## config.mk

```make
export PLATFORM = sky130hd
export DESIGN_NAME = mem_access_stage
export DESIGN_NICKNAME = d
export VERILOG_FILES = /design/src/rtl/mem_access_stage.sv
export SDC_FILE = /design/constraint.sdc
export NUM_CORES = 1
export LEC_CHECK = 0
export ABC_AREA = 1
export ABC_CLOCK_PERIOD_IN_PS = 1800
export BUFFER_PORTS_ARGS = -buffer_cell sky130_fd_sc_hd__buf_4
export CORE_MARGIN = 10
export CORE_UTILIZATION = 53
export CTS_BUF_LIST = sky130_fd_sc_hd__clkbuf_4 sky130_fd_sc_hd__clkbuf_8
export DETAILED_ROUTE_END_ITERATION = 12
export PLACE_DENSITY_LB_ADDON = 0.2
export SYNTH_ARGS = -nofsm -noshare
export SYNTH_HDL_FRONTEND = slang
export SYNTH_SLANG_ARGS = --single-unit
```

## constraint.sdc

```tcl
create_clock -name clk -period 1.8 [get_ports clk]
set_input_delay 0.18 -clock clk [delete_from_list [all_inputs] [get_ports clk]]
set_output_delay 0.18 -clock clk [all_outputs]
set_load 0.1 [all_outputs]
```

## src/rtl/mem_access_stage.sv

```systemverilog
// -----------------------------------------------------------------------------
// mem_access_stage
//
// Memory-access stage that sits directly after the integer ALU. It takes one
// op at a time. For loads/stores the ALU result is the byte address: the stage
// drives a valid/ready request to data memory, waits for the read response on
// loads, and size-aligns / extends the returned data. Non-memory ops simply
// pass the ALU result through. Each op finishes with exactly one out_valid
// pulse. in_ready is low whenever an op is in flight.
//
// Ports
//   clk, rst              clock, synchronous active-high reset
//   in_valid / in_ready   upstream handshake (in_ready = stage idle)
//   is_load, is_store     op kind (both set = illegal)
//   funct3                000 B, 001 H, 010 W, 100 BU, 101 HU
//   alu_result            byte address (mem ops) or result value
//   store_data            store source (rs2)
//   rd_in                 destination register
//   mem_req_*             data-memory request channel (word address, lanes)
//   mem_rsp_valid/rdata   single-cycle read response
//   out_valid/rd/data     one-cycle writeback pulse, held between pulses
//   out_fault             misalignment / illegal funct3 / response timeout
//
// Parameter
//   RSP_TIMEOUT           cycles allowed in WAIT_RSP before faulting; 0 = off
// -----------------------------------------------------------------------------
module mem_access_stage #(
    parameter int unsigned RSP_TIMEOUT = 256
) (
    input  logic        clk,
    input  logic        rst,
    input  logic        in_valid,
    output logic        in_ready,
    input  logic        is_load,
    input  logic        is_store,
    input  logic [2:0]  funct3,
    input  logic [31:0] alu_result,
    input  logic [31:0] store_data,
    input  logic [4:0]  rd_in,
    output logic        mem_req_valid,
    input  logic        mem_req_ready,
    output logic        mem_req_we,
    output logic [31:0] mem_req_addr,
    output logic [31:0] mem_req_wdata,
    output logic [3:0]  mem_req_wstrb,
    input  logic        mem_rsp_valid,
    input  logic [31:0] mem_rsp_rdata,
    output logic        out_valid,
    output logic [4:0]  out_rd,
    output logic [31:0] out_data,
    output logic        out_fault
);

    localparam int unsigned CW = (RSP_TIMEOUT < 2) ? 1 : $clog2(RSP_TIMEOUT + 1);
    localparam logic [CW-1:0] LIMIT = CW'(RSP_TIMEOUT);

    typedef enum logic [2:0] {
        IDLE     = 3'd0,
        PASS     = 3'd1,
        REQ      = 3'd2,
        WAIT_RSP = 3'd3,
        DONE     = 3'd4
    } state_t;

    state_t state_reg, state_next;

    // Per-op context captured at accept time
    logic [2:0]    funct3_reg;
    logic [1:0]    off_reg;
    logic [4:0]    rd_reg;
    logic [31:0]   result_reg;
    logic          fault_reg;
    logic [CW-1:0] cnt_reg;

    // Accept-time decode
    logic accept;
    logic mem_op;
    logic bad_f3;
    logic misalign;
    logic op_fault;

    assign in_ready      = (state_reg == IDLE);
    assign mem_req_valid = (state_reg == REQ);
    assign accept        = in_valid && in_ready;
    assign mem_op        = is_load || is_store;

    always_comb begin
        bad_f3   = (funct3 == 3'b011) || (funct3 == 3'b110) || (funct3 == 3'b111);
        misalign = ((funct3[1:0] == 2'b01) && alu_result[0]) ||
                   ((funct3[1:0] == 2'b10) && (alu_result[1:0] != 2'b00));
        // Only memory ops can fault; ALU ops reuse funct3 for other purposes.
        op_fault = mem_op && (bad_f3 || misalign || (is_load && is_store));
    end

    // Store lane steering: each byte lane picks its source byte and enable.
    logic [31:0] lane_wdata;
    logic [3:0]  lane_wstrb;

    generate
        for (genvar gi = 0; gi < 4; gi++) begin : g_lane
            localparam logic [1:0] LANE = 2'(gi);
            assign lane_wdata[8*gi +: 8] =
                (funct3[1:0] == 2'b10) ? store_data[8*gi +: 8] :
                (funct3[1:0] == 2'b01) ? store_data[8*(gi%2) +: 8] :
                                         store_data[7:0];
            assign lane_wstrb[gi] =
                (funct3[1:0] == 2'b10) ? 1'b1 :
                (funct3[1:0] == 2'b01) ? (alu_result[1] == LANE[1]) :
                                         (alu_result[1:0] == LANE);
        end
    endgenerate

    // Load extraction from the returned word
    logic [31:0] shifted;
    logic [31:0] load_data;

    always_comb begin
        shifted = mem_rsp_rdata >> {off_reg, 3'b000};
        case (funct3_reg)
            3'b000:  load_data = {{24{shifted[7]}}, shifted[7:0]};
            3'b001:  load_data = {{16{shifted[15]}}, shifted[15:0]};
            3'b100:  load_data = {24'd0, shifted[7:0]};
            3'b101:  load_data = {16'd0, shifted[15:0]};
            default: load_data = mem_rsp_rdata;
        endcase
    end

    // Counter value after this cycle equals the limit -> give up.
    // A response in the same cycle takes priority.
    logic timeout_hit;
    assign timeout_hit = (RSP_TIMEOUT != 0) && !mem_rsp_valid &&
                         ((cnt_reg + CW'(1)) == LIMIT);

    // State register
    always_ff @(posedge clk) begin
        if (rst) begin
            state_reg <= IDLE;
        end else begin
            state_reg <= state_next;
        end
    end

    // Next-state logic
    always_comb begin
        state_next = state_reg;
        case (state_reg)
            IDLE: begin
                if (accept) begin
                    state_next = (mem_op && !op_fault) ? REQ : PASS;
                end
            end
            PASS: state_next = IDLE;
            REQ: begin
                if (mem_req_ready) begin
                    state_next = mem_req_we ? DONE : WAIT_RSP;
                end
            end
            WAIT_RSP: begin
                if (mem_rsp_valid || timeout_hit) begin
                    state_next = DONE;
                end
            end
            DONE:    state_next = IDLE;
            default: state_next = IDLE;
        endcase
    end

    // Datapath registers
    always_ff @(posedge clk) begin
        if (rst) begin
            funct3_reg    <= 3'd0;
            off_reg       <= 2'd0;
            rd_reg        <= 5'd0;
            result_reg    <= 32'd0;
            fault_reg     <= 1'b0;
            cnt_reg       <= '0;
            mem_req_we    <= 1'b0;
            mem_req_addr  <= 32'd0;
            mem_req_wdata <= 32'd0;
            mem_req_wstrb <= 4'd0;
            out_valid     <= 1'b0;
            out_rd        <= 5'd0;
            out_data      <= 32'd0;
            out_fault     <= 1'b0;
        end else begin
            out_valid <= 1'b0;

            if (accept) begin
                funct3_reg <= funct3;
                off_reg    <= alu_result[1:0];
                rd_reg     <= rd_in;
                result_reg <= mem_op ? 32'd0 : alu_result;
                fault_reg  <= op_fault;
                if (mem_op && !op_fault) begin
                    mem_req_we    <= is_store;
                    mem_req_addr  <= {alu_result[31:2], 2'b00};
                    mem_req_wdata <= is_store ? lane_wdata : 32'd0;
                    mem_req_wstrb <= is_store ? lane_wstrb : 4'd0;
                end
            end

            // Counter is held at zero outside WAIT_RSP so it is clear on entry.
            if (state_reg != WAIT_RSP) begin
                cnt_reg <= '0;
            end else if (!mem_rsp_valid) begin
                cnt_reg <= cnt_reg + CW'(1);
            end

            if (state_reg == WAIT_RSP) begin
                if (mem_rsp_valid) begin
                    result_reg <= load_data;
                end else if (timeout_hit) begin
                    fault_reg <= 1'b1;
                end
            end

            // Outputs only change together with the pulse.
            if ((state_reg == PASS) || (state_reg == DONE)) begin
                out_valid <= 1'b1;
                out_rd    <= rd_reg;
                out_data  <= result_reg;
                out_fault <= fault_reg;
            end
        end
    end

endmodule
```

==> impl_metrics.toml, run 1 <==
[detailed_routing]
vias = 8014
antenna_left = 0
wl_um = 24990
drtIter0Drc = 701
drc = 0
wire_per_inst_um = 16.91
first_pass_iters = 6
drt-vias-per-instance = 5.422

[global_routing]
grt_start_max_net_pins = 66
antenna_found_initial = 0
grt_usage_pct = 25.65
gr-total-overflow = 0
grt_pass1_wl_um = 38640
grt_pass1_vias = 7532

[clocking]
cts.clk_slew.worst_paths_ns = 0.09
numCtsBuffers = 17
clockBufferDepth = 2
cts_max_level = 4
cts_tree = "done"
clock_sinks = 161
root_buffer = "clkbuf_8"
clock_latency_ns = 0.45

[worst_setup_path]
crit_end = "mem_req_we"
worstPathRequired_ns = 2.15
crit_path_cell_trace = "dlygate4sd3_1, buf_4, inv_2, nand2_1, a21oi_2, nand3_2, nor2_4, buf_4, nor2_1, o21a_1"
cp.depth = 10
crit_start = "funct3[1]"
cp_top_family = "buffers and inverters"
arrival_ns = 2.09
end_kind = "flop"
r2r-start = "state_reg[0]"
reg2reg_to = "result_reg[12]"
cpMaxStageDelayCell = "dlygate4sd3_1"
critPathMaxFanout = 32
crit_type = "in2reg"
r2r_cells = 9
rrSetupSlack_ns = 0.15
path_common_cell = "buf_4"
startpoint_type = "primary input"
max_stage_delay_ns = 0.54
crit_buf_inv = 4

[floorplanning]
rows = 42
coreArea_um2 = 13350
fp.dieW_um = 137.4
dieArea_um2 = 18870
initial_core_util_pct = 54.71
pin_count = 221
dieHeight_um = 137.4

[power_and_ir_drop]
finalPower_w = 0.01212
p_seq_share_pct = 34.6
switching_share_pct = 43.18
p_leak_nw = 4.515
p_int_w = 0.006885
comb_power_share_pct = 40.3
power.density_nw_per_um2 = 1208
ir_worst_vdd_mv = 0.7948
p_clk_share_pct = 25.1
switchingPower_w = 0.005232

[finish]
layout-drive-gt1-share_pct = 23.73
nFillCells = 1080
num_antenna_cells = 0
area_delta_synth_final_pct = 37.41
final_net_count = 1402

[placed_design]
port_buffers = 218
dp_hpwl_um = 17850
finalWeightedCongestion = 1.014

[synthesis]
yosysWarnings = 0
synthCells = 1049
synth.distinct_cells = 35
syn_avg_cell_area_um2 = 6.961
yosysSeqAreaShare_pct = 44.14
ys_ff_latch = 161
netlist_area_um2 = 7302

[timing]
finalMaxSlewViolations = 0
finClkSkew_ns = 0.01162
timing.fmax_mhz = 576.0
tns_ns = 0
max_slew_margin_pct = 62.01
worstMarginPinSlew_ns = 0.5639
period_share_pct = 96.46
finalCriticalPeriod_ns = 1.736
hold_violations = 0
hold_slack_ns = 0.01645
setup_viol_count_final = 0

[run]
cap_violations = 0

[worst_hold_path]
hold_class = "in2reg"

[outcome]
outcome = "completed"
## cells in the final DEF (no fill, tap or decap), types with 5 or more instances in the layout
cell type,instances
nand3_1,25
a22oi_1,5
dfxtp_1,159
inv_1,73
buf_12,7
buf_4,244
inv_2,6
a21oi_1,145
dlygate4sd3_1,37
clkbuf_8,18
nand2_1,202
o21ai_0,134
o21a_1,21
bufinv_16,5
nor2_1,161
## area by class of cell
type / count / area [um2] / area share (%)
tap: 176 / 220.2 / 2.195
multi-input combinational: 738 / 3445 / 34.33
clock inverter: 13 / 206.4 / 2.058
sequential: 161 / 3226 / 32.15
timing repair buffer: 289 / 2367 / 23.59
inverter: 82 / 314.1 / 3.130
clock buffer: 19 / 255.2 / 2.544
## worst register-to-register path, stage by stage, from the launching register on
cell     delay, ns
dfxtp_2       0.39
inv_2         0.06
nand2_2       0.10
nor2_4        0.06
nand2_2       0.13
buf_4         0.39
nand2_1       0.13
nand3_1       0.10
nand2_1       0.06
a31oi_1       0.16
## metal layers
metal,up-vias,part of all wire (%),GRT usage [%]
met5,-,0,0
met4,0,1.9,8.138
met3,25,11,10.09
met2,354,46,40.27
met1,3729,41,31.66
li1,3906,-,-
## stage by stage
stage	util [%]	std cells	instance area, um2	worst slack [ns]
global route	75.17	1478	10030	-0.01650
floorplan	-	1050	7320	-0.1114
finish	75.17	1478	10030	0.06380
global placement	68.50	1405	9144	0.2298
detailed placement	68.50	1405	9144	0.1757
CTS	74.74	1474	9976	0.06552
## power by group through the flow
stage	registers [W]	clock network [W]	logic, W
3_5_place_dp	0.00427	0	0.00476
5_1_grt	0.00424	0.00324	0.00515
4_1_cts	0.00419	0.00307	0.00484
6_report	0.00419	0.00304	0.00488
2_1_floorplan	0.00631	0	0.00148
3_3_place_gp	0.00425	0	0.00473
## Yosys cell counts (all sizes together)
| cell type | count | area share, % |
|---|---|---|
| nor2 | 168 | 9.2 |
| a211oi | 2 | 0.21 |
| dfxtp | 161 | 44 |
| o211ai | 3 | 0.31 |
| buf | 28 | 2.7 |
| o22ai | 4 | 0.34 |
| o221ai | 1 | 0.12 |
| nand2 | 204 | 11 |
| conb | 1 | 0.051 |
| nand3 | 26 | 1.9 |
| ha | 2 | 0.34 |
| inv | 80 | 4.1 |
| or2 | 1 | 0.086 |
| a22oi | 5 | 0.51 |
| o21ai | 137 | 9.5 |
| nand4 | 3 | 0.26 |
| o21a | 21 | 2.2 |
| clkbuf | 41 | 2.1 |
| a21oi | 146 | 10 |
| nor3 | 1 | 0.068 |
| clkinv | 2 | 0.10 |
| xor2 | 2 | 0.24 |
| o2111ai | 4 | 0.48 |
| a31oi | 3 | 0.26 |
| a221oi | 3 | 0.36 |
## what timing repair did
item                                   4_1_cts  5_1_grt
setup buffers                                0        3
setup endpoints to repair                    0       22
endpoints found under the hold margin       38        0
gates resized for setup                      0        4
hold buffers                                37        0
## cell families after synthesis
kind of cell | Yosys count | synth area share, %
and+or+nand+nor | 403 | 21.95
AOI/OAI and AO/OA | 329 | 24.30
DFF | 161 | 44.14
other | 1 | 0.05136
xor gates and xnor gates | 2 | 0.2399
buffers and inverters | 151 | 8.979
adders and majority gates | 2 | 0.3426
## worst min-delay path by stage
stage	depth (start not counted)	from	to	slack, ns
floorplan	2	alu_result[10]	mem_req_addr[10]	0.31
global placement	3	alu_result[2]	mem_req_addr[2]	0.42
detailed placement	3	alu_result[19]	mem_req_addr[19]	0.42
CTS	3	store_data[6]	mem_req_wdata[6]	0.002
global route	3	rd_in[0]	rd_reg[0]	0.01
finish	3	store_data[6]	mem_req_wdata[6]	0.02
Note: power is estimated with default switching activity, not from simulation.
==> run 2, diff against run 1 <==
--- a/config.mk
+++ b/config.mk
@@ -7,12 +7,13 @@
 export LEC_CHECK = 0
 export ABC_AREA = 1
 export ABC_CLOCK_PERIOD_IN_PS = 1800
-export BUFFER_PORTS_ARGS = -buffer_cell sky130_fd_sc_hd__buf_4
 export CORE_MARGIN = 10
-export CORE_UTILIZATION = 53
+export CORE_UTILIZATION = 55
 export CTS_BUF_LIST = sky130_fd_sc_hd__clkbuf_4 sky130_fd_sc_hd__clkbuf_8
 export DETAILED_ROUTE_END_ITERATION = 12
+export DONT_BUFFER_PORTS = 1
 export PLACE_DENSITY_LB_ADDON = 0.2
 export SYNTH_ARGS = -nofsm -noshare
 export SYNTH_HDL_FRONTEND = slang
 export SYNTH_SLANG_ARGS = --single-unit
+export TNS_END_PERCENT = 10
==> run 2 against run 1 <==
Largest power group unchanged. Register-to-register slack worse by 0.13 ns. Sequential share of layout area is 1.2 points higher. Clock-buffer cell count is 4 higher. Largest cell class unchanged. Critical endpoint is now off_reg[0]. Final area is 3.4% lower. Sequential power hardly changed. Combinational power is 0.8% lower. Highest routed layer unchanged. Core utilization is 1.4 points lower. Global-route usage is 1.2 points higher.
==> impl_metrics.toml, run 2 (synthesis results as in run 1) <==
[global_routing]
grt_pass1_wl_um = 39630
gr-total-overflow = 0
grt_pass1_vias = 7521
antenna_found_initial = 0
grt_usage_pct = 26.82
grt_start_max_net_pins = 67

[detailed_routing]
antenna_left = 0
drtIter0Drc = 678
first_pass_iters = 5
dr_wl_met2_um = 12010
drc = 0
vias = 7882
drt-vias-per-instance = 5.578
top_layer_used = "met4"
wl_um = 25860
wire_per_inst_um = 18.30
met1_length_um = 10190
dr_wl_met3_um = 2559

[outcome]
outcome = "completed"

[finish]
num_antenna_cells = 0
final_cell_mix = "nand2_1 (202), nor2_1 (161), dfxtp_1 (157)"
layout_commonest_cell = "nand2_1"
final_net_count = 1337
area_delta_synth_final_pct = 32.76
layout-drive-gt1-share_pct = 16.41

[worst_setup_path]
cp_top_family = "buffers and inverters"
worstPathRequired_ns = 2.19
crit_type = "reg2reg"
crit_path_cell_trace = "inv_1, nand3_1, nor2_2, buf_4, nand2_1, a21oi_1, dlygate4sd3_1"
cpMaxStageDelayCell = "dlygate4sd3_1"
crit_start = "state_reg[1]"
rrSetupSlack_ns = 0.02
reg2reg_to = "off_reg[0]"
arrival_ns = 2.17
critPathMaxFanout = 10
r2r-start = "state_reg[1]"
end_kind = "flop"
max_stage_delay_ns = 0.60
startpoint_type = "flop"
crit_buf_inv = 3
r2r_cells = 7

[placed_design]
finalWeightedCongestion = 1.007
dp_hpwl_um = 17370
port_buffers = 0
place_ws_ns = 0.1344

[run]
cap_violations = 0

[timing]
finalCriticalPeriod_ns = 1.779
timing.fmax_mhz = 562.0
period_share_pct = 98.85
finalMaxSlewViolations = 0
finClkSkew_ns = 0.009582
setup_viol_count_final = 0
max_slew_margin_pct = 62.72
worstMarginPinSlew_ns = 0.5557
tns_ns = 0
rsz0062_at_grt = "yes"
hold_violations = 0
fin_ws_ns = 0.02076

[floorplanning]
pin_count = 221
dieArea_um2 = 18290
dieHeight_um = 135.2
coreArea_um2 = 13140
rows = 42
initial_core_util_pct = 55.58
fp.dieW_um = 135.2

[worst_hold_path]
whs_path_depth = 3
min_to = "cnt_reg[1]"
hold_class = "in2reg"
hold_start = "mem_rsp_valid"

[clocking]
root_buffer = "clkbuf_8"
clock_latency_ns = 0.46
clockBufferDepth = 2
numCtsBuffers = 17
clock_sinks = 161
cts.clk_slew.worst_paths_ns = 0.09
cts_max_level = 4
cts_tree = "done"

[power_and_ir_drop]
ir_worst_vdd_mv = 0.6939
p_leak_nw = 4.210
power.density_nw_per_um2 = 1257
==> run 2: changes by cell type in the layout (fill, tap and decap cells not counted), moves of 2 or more <==
cell and change:
buf_4 -109, dlygate4sd3_1 +43, clkbuf_8 +4, buf_12 -2, dfxtp_1 -2, dfxtp_2 +2, inv_6 -2
==> run 2: worst max-delay path by stage <==
stage / end / slack [ns] / depth (start not counted)
after floorplan: mem_req_wdata[0] / -0.11 / 10
after global placement: state_reg[0] / 0.19 / 12
after detailed placement: result_reg[27] / 0.13 / 7
after CTS: off_reg[0] / 0.04 / 8
after global routing: off_reg[0] / -0.05 / 7
final: off_reg[0] / 0.02 / 7
==> run 2: final cells by class <==
type                       count  area [um2]
clock buffer                  23       310.3
clock inverter                 9       175.2
fill                        1036        3443
inverter                      82       310.3
multi-input combinational    738        3453
sequential                   161        3228
tap                          176       220.2
timing repair buffer         224        1997
==> run 2: layer usage <==
layer / up-vias / GRT usage, %
li1: 3774 / -
met1: 3601 / 32.71
met2: 424 / 42.32
met3: 83 / 7.901
met4: 0 / 13.28
met5: - / 0
==> run 2: where the power goes <==
| group | internal, W | total, W | switching (W) |
|---|---|---|---|
| sequential | 0.00397 | 0.00418 | 0.000207 |
| combinational | 0.00116 | 0.00484 | 0.00368 |
| clock | 0.00185 | 0.00317 | 0.00133 |
==> run 2: per-stage QoR <==
| step | instances | hold WS [ns] | util [%] | cell area, um2 | total power [W] |
|---|---|---|---|---|---|
| 2_1_floorplan | 1050 | 0.3149 | - | 7320 | 0.007785 |
| 3_3_place_gp | 1292 | 0.2710 | 62.95 | 8270 | 0.008699 |
| 3_5_place_dp | 1292 | 0.2711 | 62.95 | 8270 | 0.008743 |
| 4_1_cts | 1405 | 0.0006592 | 72.95 | 9584 | 0.01207 |
| 5_1_grt | 1413 | 0.02819 | 73.79 | 9694 | 0.01264 |
| 6_report | 1413 | 0.01795 | 73.79 | 9694 | 0.01219 |
==> run 2: worst register-to-register path, stage by stage (launching register included) <==
cell and delay [ns]:
dfxtp_1 0.37, inv_1 0.12, nand3_1 0.14, nor2_2 0.12
buf_4 0.18, nand2_1 0.06, a21oi_1 0.14, dlygate4sd3_1 0.60
==> run 2: what timing repair did <==
| item | 4_1_cts | 5_1_grt |
|---|---|---|
| setup endpoints to repair | 0 | 22 |
| setup buffers | 0 | 6 |
| hold buffers | 81 | 0 |
| hold endpoints to repair | 122 | 0 |
| gates resized for setup | 0 | 7 |
